$ cat config.mk
export PLATFORM = sky130hd
export DESIGN_NAME = wr_resp_q
export DESIGN_NICKNAME = d
export VERILOG_FILES = /design/src/rtl/wr_resp_q.sv
export SDC_FILE = /design/constraint.sdc
export NUM_CORES = 1
export LEC_CHECK = 0
export CAP_MARGIN = 40
export CORE_MARGIN = 4
export CORE_UTILIZATION = 50
export CTS_CLUSTER_DIAMETER = 200
export DETAILED_ROUTE_END_ITERATION = 12
export PLACE_DENSITY = 0.7
export SLEW_MARGIN = 20
export SYNTH_ARGS = -nofsm -noshare
export SYNTH_HDL_FRONTEND = slang
export SYNTH_SLANG_ARGS = --single-unit
export TNS_END_PERCENT = 20
$ cat constraint.sdc
create_clock -name clk -period 3.7 [get_ports clk]
set_input_delay 0.925 -clock clk [delete_from_list [all_inputs] [get_ports clk]]
set_output_delay 0.925 -clock clk [all_outputs]
set_load 0.1 [all_outputs]
$ cat src/rtl/wr_resp_q.sv
// rtl/wr_resp_q.sv - queued opcode-response framer for uart_tx; define WR_RESP_CKSUM_EN for a checksum byte
module wr_resp_q #(
    parameter logic [7:0] MATCH_VAL  = 8'h10,
    parameter logic [7:0] MATCH_MASK = 8'hF0,
    parameter int         QDEPTH     = 4,
    parameter int         GAP_CYC    = 2
) (
    input  logic                       clk,
    input  logic                       rst,
    input  logic [7:0]                 opcode,
    input  logic                       en,
    output logic [7:0]                 tx_data,
    output logic                       tx_en,
    input  logic                       tx_busy,
    output logic [$clog2(QDEPTH):0]    q_level,
    output logic                       busy,
    output logic                       ovf
);

    localparam int AW = $clog2(QDEPTH);
    localparam int LW = AW + 1;
    localparam int GW = $clog2(GAP_CYC + 1);
`ifdef WR_RESP_CKSUM_EN
    localparam int LEN = 3;
`else
    localparam int LEN = 2;
`endif

    typedef enum logic [1:0] {S_IDLE, S_LOAD, S_SEND, S_GAP} state_t;

    state_t          state_q, state_d;
    logic [7:0]      mem_q [QDEPTH];
    logic [7:0]      mem_d [QDEPTH];
    logic [AW-1:0]   wr_ptr_q, wr_ptr_d, rd_ptr_q, rd_ptr_d;
    logic [LW-1:0]   level_q, level_d;
    logic [7:0]      op_q, op_d, seq_q, seq_d, tx_data_q, tx_data_d;
    logic [1:0]      byte_idx_q, byte_idx_d;
    logic [GW-1:0]   gap_cnt_q, gap_cnt_d;
    logic            ovf_q, ovf_d;
    logic            match, full, empty, push, pop;
    logic [7:0]      cur_byte;

    assign match = en && ((opcode & MATCH_MASK) == (MATCH_VAL & MATCH_MASK));
    assign full  = (level_q == LW'(QDEPTH));
    assign empty = (level_q == '0);
    assign pop   = (state_q == S_IDLE) && !empty;
    // A full queue still takes a push when the head leaves in the same cycle.
    assign push  = match && (!full || pop);

    // Queue bookkeeping: storage write, pointer advance, level and overflow pulse.
    always_comb begin
        mem_d    = mem_q;
        wr_ptr_d = wr_ptr_q;
        rd_ptr_d = rd_ptr_q;
        level_d  = level_q;
        ovf_d    = match && full && !pop;
        if (push) begin
            mem_d[wr_ptr_q] = opcode;
            wr_ptr_d        = wr_ptr_q + AW'(1);
        end
        if (pop) begin
            rd_ptr_d = rd_ptr_q + AW'(1);
        end
        if (push && !pop) begin
            level_d = level_q + LW'(1);
        end else if (!push && pop) begin
            level_d = level_q - LW'(1);
        end
    end

    // Byte of the current frame selected by byte_idx.
    always_comb begin
        cur_byte = 8'h00;
        case (byte_idx_q)
            2'd0:    cur_byte = op_q;
            2'd1:    cur_byte = seq_q;
`ifdef WR_RESP_CKSUM_EN
            2'd2:    cur_byte = op_q ^ seq_q ^ 8'hA5;
`endif
            default: cur_byte = 8'h00;
        endcase
    end

    // Frame sender: pop, load byte, wait for a free UART, strobe, then hold off for the gap.
    always_comb begin
        state_d    = state_q;
        op_d       = op_q;
        seq_d      = seq_q;
        byte_idx_d = byte_idx_q;
        gap_cnt_d  = gap_cnt_q;
        tx_data_d  = tx_data_q;
        tx_en      = 1'b0;
        case (state_q)
            S_IDLE: begin
                if (!empty) begin
                    op_d       = mem_q[rd_ptr_q];
                    byte_idx_d = 2'd0;
                    state_d    = S_LOAD;
                end
            end
            S_LOAD: begin
                tx_data_d = cur_byte;
                state_d   = S_SEND;
            end
            S_SEND: begin
                if (!tx_busy) begin
                    tx_en     = 1'b1;
                    gap_cnt_d = '0;
                    state_d   = S_GAP;
                end
            end
            S_GAP: begin
                // tx_busy may lag the strobe, so it is not looked at here.
                if (gap_cnt_q == GW'(GAP_CYC - 1)) begin
                    if (byte_idx_q < 2'(LEN - 1)) begin
                        byte_idx_d = byte_idx_q + 2'd1;
                        state_d    = S_LOAD;
                    end else begin
                        seq_d   = seq_q + 8'd1;
                        state_d = S_IDLE;
                    end
                end else begin
                    gap_cnt_d = gap_cnt_q + GW'(1);
                end
            end
            default: state_d = S_IDLE;
        endcase
    end

    // Queue storage needs no reset; the pointers define what is valid.
    always_ff @(posedge clk) begin
        mem_q <= mem_d;
    end

    // State and control registers with synchronous reset.
    always_ff @(posedge clk) begin
        if (rst) begin
            state_q    <= S_IDLE;
            wr_ptr_q   <= '0;
            rd_ptr_q   <= '0;
            level_q    <= '0;
            op_q       <= 8'h00;
            seq_q      <= 8'h00;
            byte_idx_q <= 2'd0;
            gap_cnt_q  <= '0;
            tx_data_q  <= 8'h00;
            ovf_q      <= 1'b0;
        end else begin
            state_q    <= state_d;
            wr_ptr_q   <= wr_ptr_d;
            rd_ptr_q   <= rd_ptr_d;
            level_q    <= level_d;
            op_q       <= op_d;
            seq_q      <= seq_d;
            byte_idx_q <= byte_idx_d;
            gap_cnt_q  <= gap_cnt_d;
            tx_data_q  <= tx_data_d;
            ovf_q      <= ovf_d;
        end
    end

    assign tx_data = tx_data_q;
    assign q_level = level_q;
    assign busy    = !empty || (state_q != S_IDLE);
    assign ovf     = ovf_q;

endmodule

# [Yosys cells after proc, flatten, opt, wreduce, memory -nomap -nowiden]
# Index checks and enable logic that the tools add are counted.
[totals] reg_bits=70 input_bits=12 output_inout_bits=14 word_cells=90
[op_classes] n_addsub=7 magnitude_cmp=4 eq_ne=12 muxes=23 bitwise=4 reduce_logical=26
[ops] op="$bwmux W32" count=1
[ops] op="$mux W8" count=3
[ops] op="$bmux W8 S2" count=1
[ops] op="$demux W8 S2" count=1
[ops] op="$mux W2" count=8
[ops] op="$pmux W8 S2" count=1
[ops] op="$ne A2 B2 Y1 const B" count=5
[ops] op="$reduce_and A3 Y1" count=3
[ops] op="$add A2 B1 Y2 const B" count=4
[ops] op="$add A8 B1 Y8 const B" count=1
[ops] op="$logic_and A1 B1 Y1" count=8
[ops] op="$pmux W2 S2" count=2
[ops] op="$pmux W2 S4" count=1
[ops] op="$reduce_bool A2 Y1" count=4
[ops] op="$eq A2 B1 Y1 const B" count=3
[ops] op="$ge A3 B3 Y1 const B" count=2
[ops] op="$mux W3" count=2
[ops] op="$not A2 Y3" count=2
[ops] op="$eq A2 B2 Y1 const B" count=2
[ops] op="$eq A4 B1 Y1 const B" count=1
[ops] op="$logic_not A1 Y1" count=4
[ops] op="$logic_not A2 Y1" count=2
[ops] op="$reduce_and A4 Y1" count=1
[ops] op="$add A3 B1 Y3 const B" count=1
[ops] op="9 further kinds" count=13

# [Depth between registers and ports, before layout]
[logic_depth] word_depth=9 mapped_depth=12 mapped_depth_nobuf=10

# [Worst setup path after synthesis]
# OpenSTA, ideal clock, no wires.
[synth_timing] path_kind="in2out" from="input port tx_busy" to="output port tx_en" t_arrival_ns=2.260 required_time_ns=2.775 path_slack_ns=0.515 cell_stages=1 cell_sequence="nor2b_1"
[synth_via] elab_chain_len=2
[synth_rtl] item="start, declared" line_no="14" rtl="input logic tx_busy,"
[synth_rtl] item="$mux W1" line_no="106" rtl="if (!tx_busy) begin"
[synth_rtl] item="$mux W1" line_no="93" rtl="case (state_q)"
[synth_rtl] item="end, declared" line_no="13" rtl="output logic tx_en,"
# No other way between the ends.

# [Worst setup path in the final report]
[layout_timing] from="input port opcode[7]" to="register level_q[2], in the netlist q_level[2]"
[layout_via] elab_chain_len=6 word_cells_on_any_way=8 classes_between="eq/ne: 1; mux: 1; reduce/logical: 6"
[layout_rtl] item="start, declared" line_no="10" rtl="input logic [7:0] opcode,"
[layout_rtl] item="$eq A4 B1 Y1 *" line_no="43" rtl="assign match = en && ((opcode & MATCH_MASK) == (MATCH_VAL & MATCH_MASK));"
[layout_rtl] item="$logic_and A1 B1 Y1 *" line_no="43"
[layout_rtl] item="$logic_and A1 B1 Y1 *" line_no="48" rtl="assign push = match && (!full || pop);"
[layout_rtl] item="via push" line_no="40" rtl="logic match, full, empty, push, pop;"
[layout_rtl] item="$logic_not A1 Y1" line_no="66" rtl="end else if (!push && pop) begin"
[layout_rtl] item="$logic_and A1 B1 Y1" line_no="66"
[layout_rtl] item="$reduce_bool A2 Y1 (no source line)"
[layout_rtl] item="end signal, assigned" line_no="152" rtl="level_q <= level_d;"
[layout_rtl] item="end, declared" line_no="35" rtl="logic [LW-1:0] level_q, level_d;"
# Mark *: on every way through the listed nets, which the timed path passes. The rest lies on a longest branch.
# A chain may end at the register's enable or synchronous reset.

==> summary.txt <==
worst hold stages = 2
unrepaired setup endpoints after global routing = false
FF-to-FF setup slack = 1.07 ns
result of the run = finished clean
CTS max path bufs = 2
number of hold buffers added after CTS = 0
FF-to-FF path depth = 10
worst setup timing slack at the placement stage = 0.339 ns
met3 routed wirelength = 164 um
average wire per cell in the routed design = 14.5 um
most numerous cell in the Yosys netlist = sky130_fd_sc_hd__dfxtp_1
clock root buffer = sky130_fd_sc_hd__clkbuf_8
drt pass-1 iters = 4
die extent in y = 86.7 um
non-filler cells in the finished layout = 375
actual transition at the worst max-transition pin = 0.591 ns
static power due to leakage = 1.30 nW
Worst Path Required = 3.97 ns
Die Outline Area = 7520 um2
largest fanout of any net on the critical path = 5
share of layout cells above drive strength 1 = 15.3%
FF+latch count, synth = 70
leading cell types by count after synthesis = 38 x sky130_fd_sc_hd__dfxtp_1, 32 x sky130_fd_sc_hd__edfxtp_1, 27 x sky130_fd_sc_hd__nand2_1
number of antenna violations at the first check in global routing = 0
Reg-to-Reg End = q_level[2]
Worst Hold Class = reg2reg
relative area change from synthesis to final layout = 19.6%
predominant post-synthesis flop cell = sky130_fd_sc_hd__dfxtp_1
synthesized area = 3100 um2
quantity of gates resized following cts = 0
number of buffers created by CTS = 9
post-layout min period = 2.99 ns
placeable core area = 5960 um2
weighted congestion at the end of routability-driven global placement = 0.757
post-layout instance area = 3710 um2
vias in the first global route = 2038
vias after detailed routing = 2040
Met2 Routed Length = 2.64 mm
number of cells after detailed placement = 359
Synth top area share = 31.0%
I/O Buffers = 25
Max transition margin = 60.5%
top layer used by detailed routing = met4
starting utilization of the core area = 52.1%
maxcap violations = 0
maximum VDD drop = 468 uV
final-report max-slew violation count = 0
HP Start = op_q[1]
clock net sink count = 70
cell type contributing the most total cell area after synthesis = sky130_fd_sc_hd__edfxtp_1
number of setup buffers added after CTS = 0
reg2reg start = state_q[0]
global-route wire length before repair = 9.39 mm
async set-or-reset flop fraction in the synthesized netlist = 0%
clock tree from TritonCTS = done
Synth area leaders = sky130_fd_sc_hd__edfxtp_1 31%, sky130_fd_sc_hd__dfxtp_1 25%, sky130_fd_sc_hd__mux4_2 5.8%, sky130_fd_sc_hd__ha_1 5.6%, sky130_fd_sc_hd__a21oi_1 3.6%
overflow left after global routing = 0
number of inserted diodes = 0
portion of the post-synthesis area used by sequential elements = 55.5%
final worst slack = 0.708 ns
number of primary I/O pins = 26
endpoints failing hold = 0
Setup Viol. Count Final = 0
DRC violation total after the first TritonRoute iteration = 135
Detailed Route WL = 5.43 mm
final setup skew = 0.0101 ns
estimated wirelength of the detail-placed design = 3.69 mm
overall fraction of global-route tracks in use = 16.2%
post-synth net total = 289
category of the most critical setup path = in2reg
setup TNS after final layout = 0 ns
maximum number of pins on one net before global-route repair = 38
count of H-tree levels built during CTS = 3
Placed Instance Area = 3520 um2
number of nets in the finished design = 322
count of yosys warnings during synthesis = 0
PD cells = 748 nW/um2
number of enable flip-flop cells after synthesis = 32
number of nets still failing antenna checks after routing = 0
instance count of the mapped netlist = 262
DRC errors left = 0
via density per instance = 5.44
Worst Setup End Kind = flip-flop
Tcrit/Tclk final = 80.9%
maximum operating frequency = 334 MHz
arrival time at the worst endpoint = 3.27 ns
num rows = 28
routed length on met1 = 2.52 mm
clock insertion delay at the later pin of the skew report = 0.34 ns
number of distinct library cells after synthesis = 44
clock transition time at the flip-flop clock pins of the worst setup and hold paths = 0.09 ns
startpoint type of the worst setup path = primary input
horizontal die dimension = 86.7 um
hold worst-path end = op_q[1]
mean instance size in the synthesized netlist = 11.8 um2
sequential cells by signal (all words and copies together) (netlist names):
name        cells
mem_q          32
op_q            8
seq_q           8
tx_data         8
q_level         3
byte_idx_q      2
gap_cnt_q       2
rd_ptr_q        2
state_q         2
wr_ptr_q        2
ovf             1
kinds of logic after synthesis:
group	Yosys count	synth area share, %
AO/OA/AOI/OAI	56	11.5
AND/OR/NAND/NOR	77	14.1
XOR/XNOR	5	1.41
multiplexers	13	7.47
buffers and inverters	26	3.71
adder cells (fa/ha/maj)	15	6.30
flip-flops	70	55.5
worst max-delay path by stage:
| stage | start | endpoint | cells after the start |
|---|---|---|---|
| 2_1_floorplan | tx_busy | tx_en | 1 |
| 6_report | opcode[7] | q_level[2] | 9 |
| 3_3_place_gp | opcode[7] | q_level[2] | 9 |
| 3_5_place_dp | opcode[7] | q_level[2] | 9 |
| 5_1_grt | opcode[7] | q_level[2] | 9 |
| 4_1_cts | opcode[7] | q_level[2] | 9 |
cell type report:
| type | count | area (um2) |
|---|---|---|
| clock buffer | 9 | 124 |
| clock inverter | 7 | 58.8 |
| fill | 476 | 2250 |
| inverter | 12 | 45.0 |
| multi-input combinational | 166 | 1260 |
| sequential | 70 | 1720 |
| tap | 75 | 93.8 |
| timing repair buffer | 36 | 400 |
cell usage in the layout, fill, tap and decap left out, drive strengths merged, types with 9 or more instances in the layout:
cell	instances
dfxtp	38
edfxtp	32
nand2	27
a21oi	22
clkdlybuf4s50	20
nor2	18
inv	17
buf	16
ha	14
a211oi	9
clkbuf	9
power breakdown:
part / leakage, nW / internal [mW] / switching (mW) / total [mW]
sequential: 0.598 / 0.904 / 0.107 / 1.01
clock: 0.0877 / 0.255 / 0.313 / 0.567
combinational: 0.616 / 0.431 / 0.764 / 1.19
total: 1.30 / 1.59 / 1.18 / 2.77
metrics by stage:
stage | hold WS, ns | util (%) | power [mW]
after floorplan | 0.436 | - | 1.92
after CTS | 0.466 | 62.2 | 2.80
after global routing | 0.495 | 62.2 | 2.94
after detailed placement | 0.450 | 59.2 | 2.23
final | 0.461 | 62.2 | 2.77
after global placement | 0.444 | 56.9 | 2.11
layer usage:
metal | up-vias | track usage [%]
li1 | 1032 | -
met1 | 968 | 20.1
met2 | 32 | 26.4
met3 | 8 | 4.37
met4 | 0 | 7.37
met5 | - | 0
worst max-delay path, stage by stage:
cell                              delay (ns)
sky130_fd_sc_hd__clkdlybuf4s50_1        0.46
sky130_fd_sc_hd__or3_1                  0.47
sky130_fd_sc_hd__nor3_4                 0.15
sky130_fd_sc_hd__ha_1                   0.20
sky130_fd_sc_hd__inv_1                  0.06
sky130_fd_sc_hd__fa_1                   0.37
sky130_fd_sc_hd__xor2_1                 0.17
sky130_fd_sc_hd__or3_1                  0.31
sky130_fd_sc_hd__a21oi_1                0.14
(Power assumes the default switching activity.)
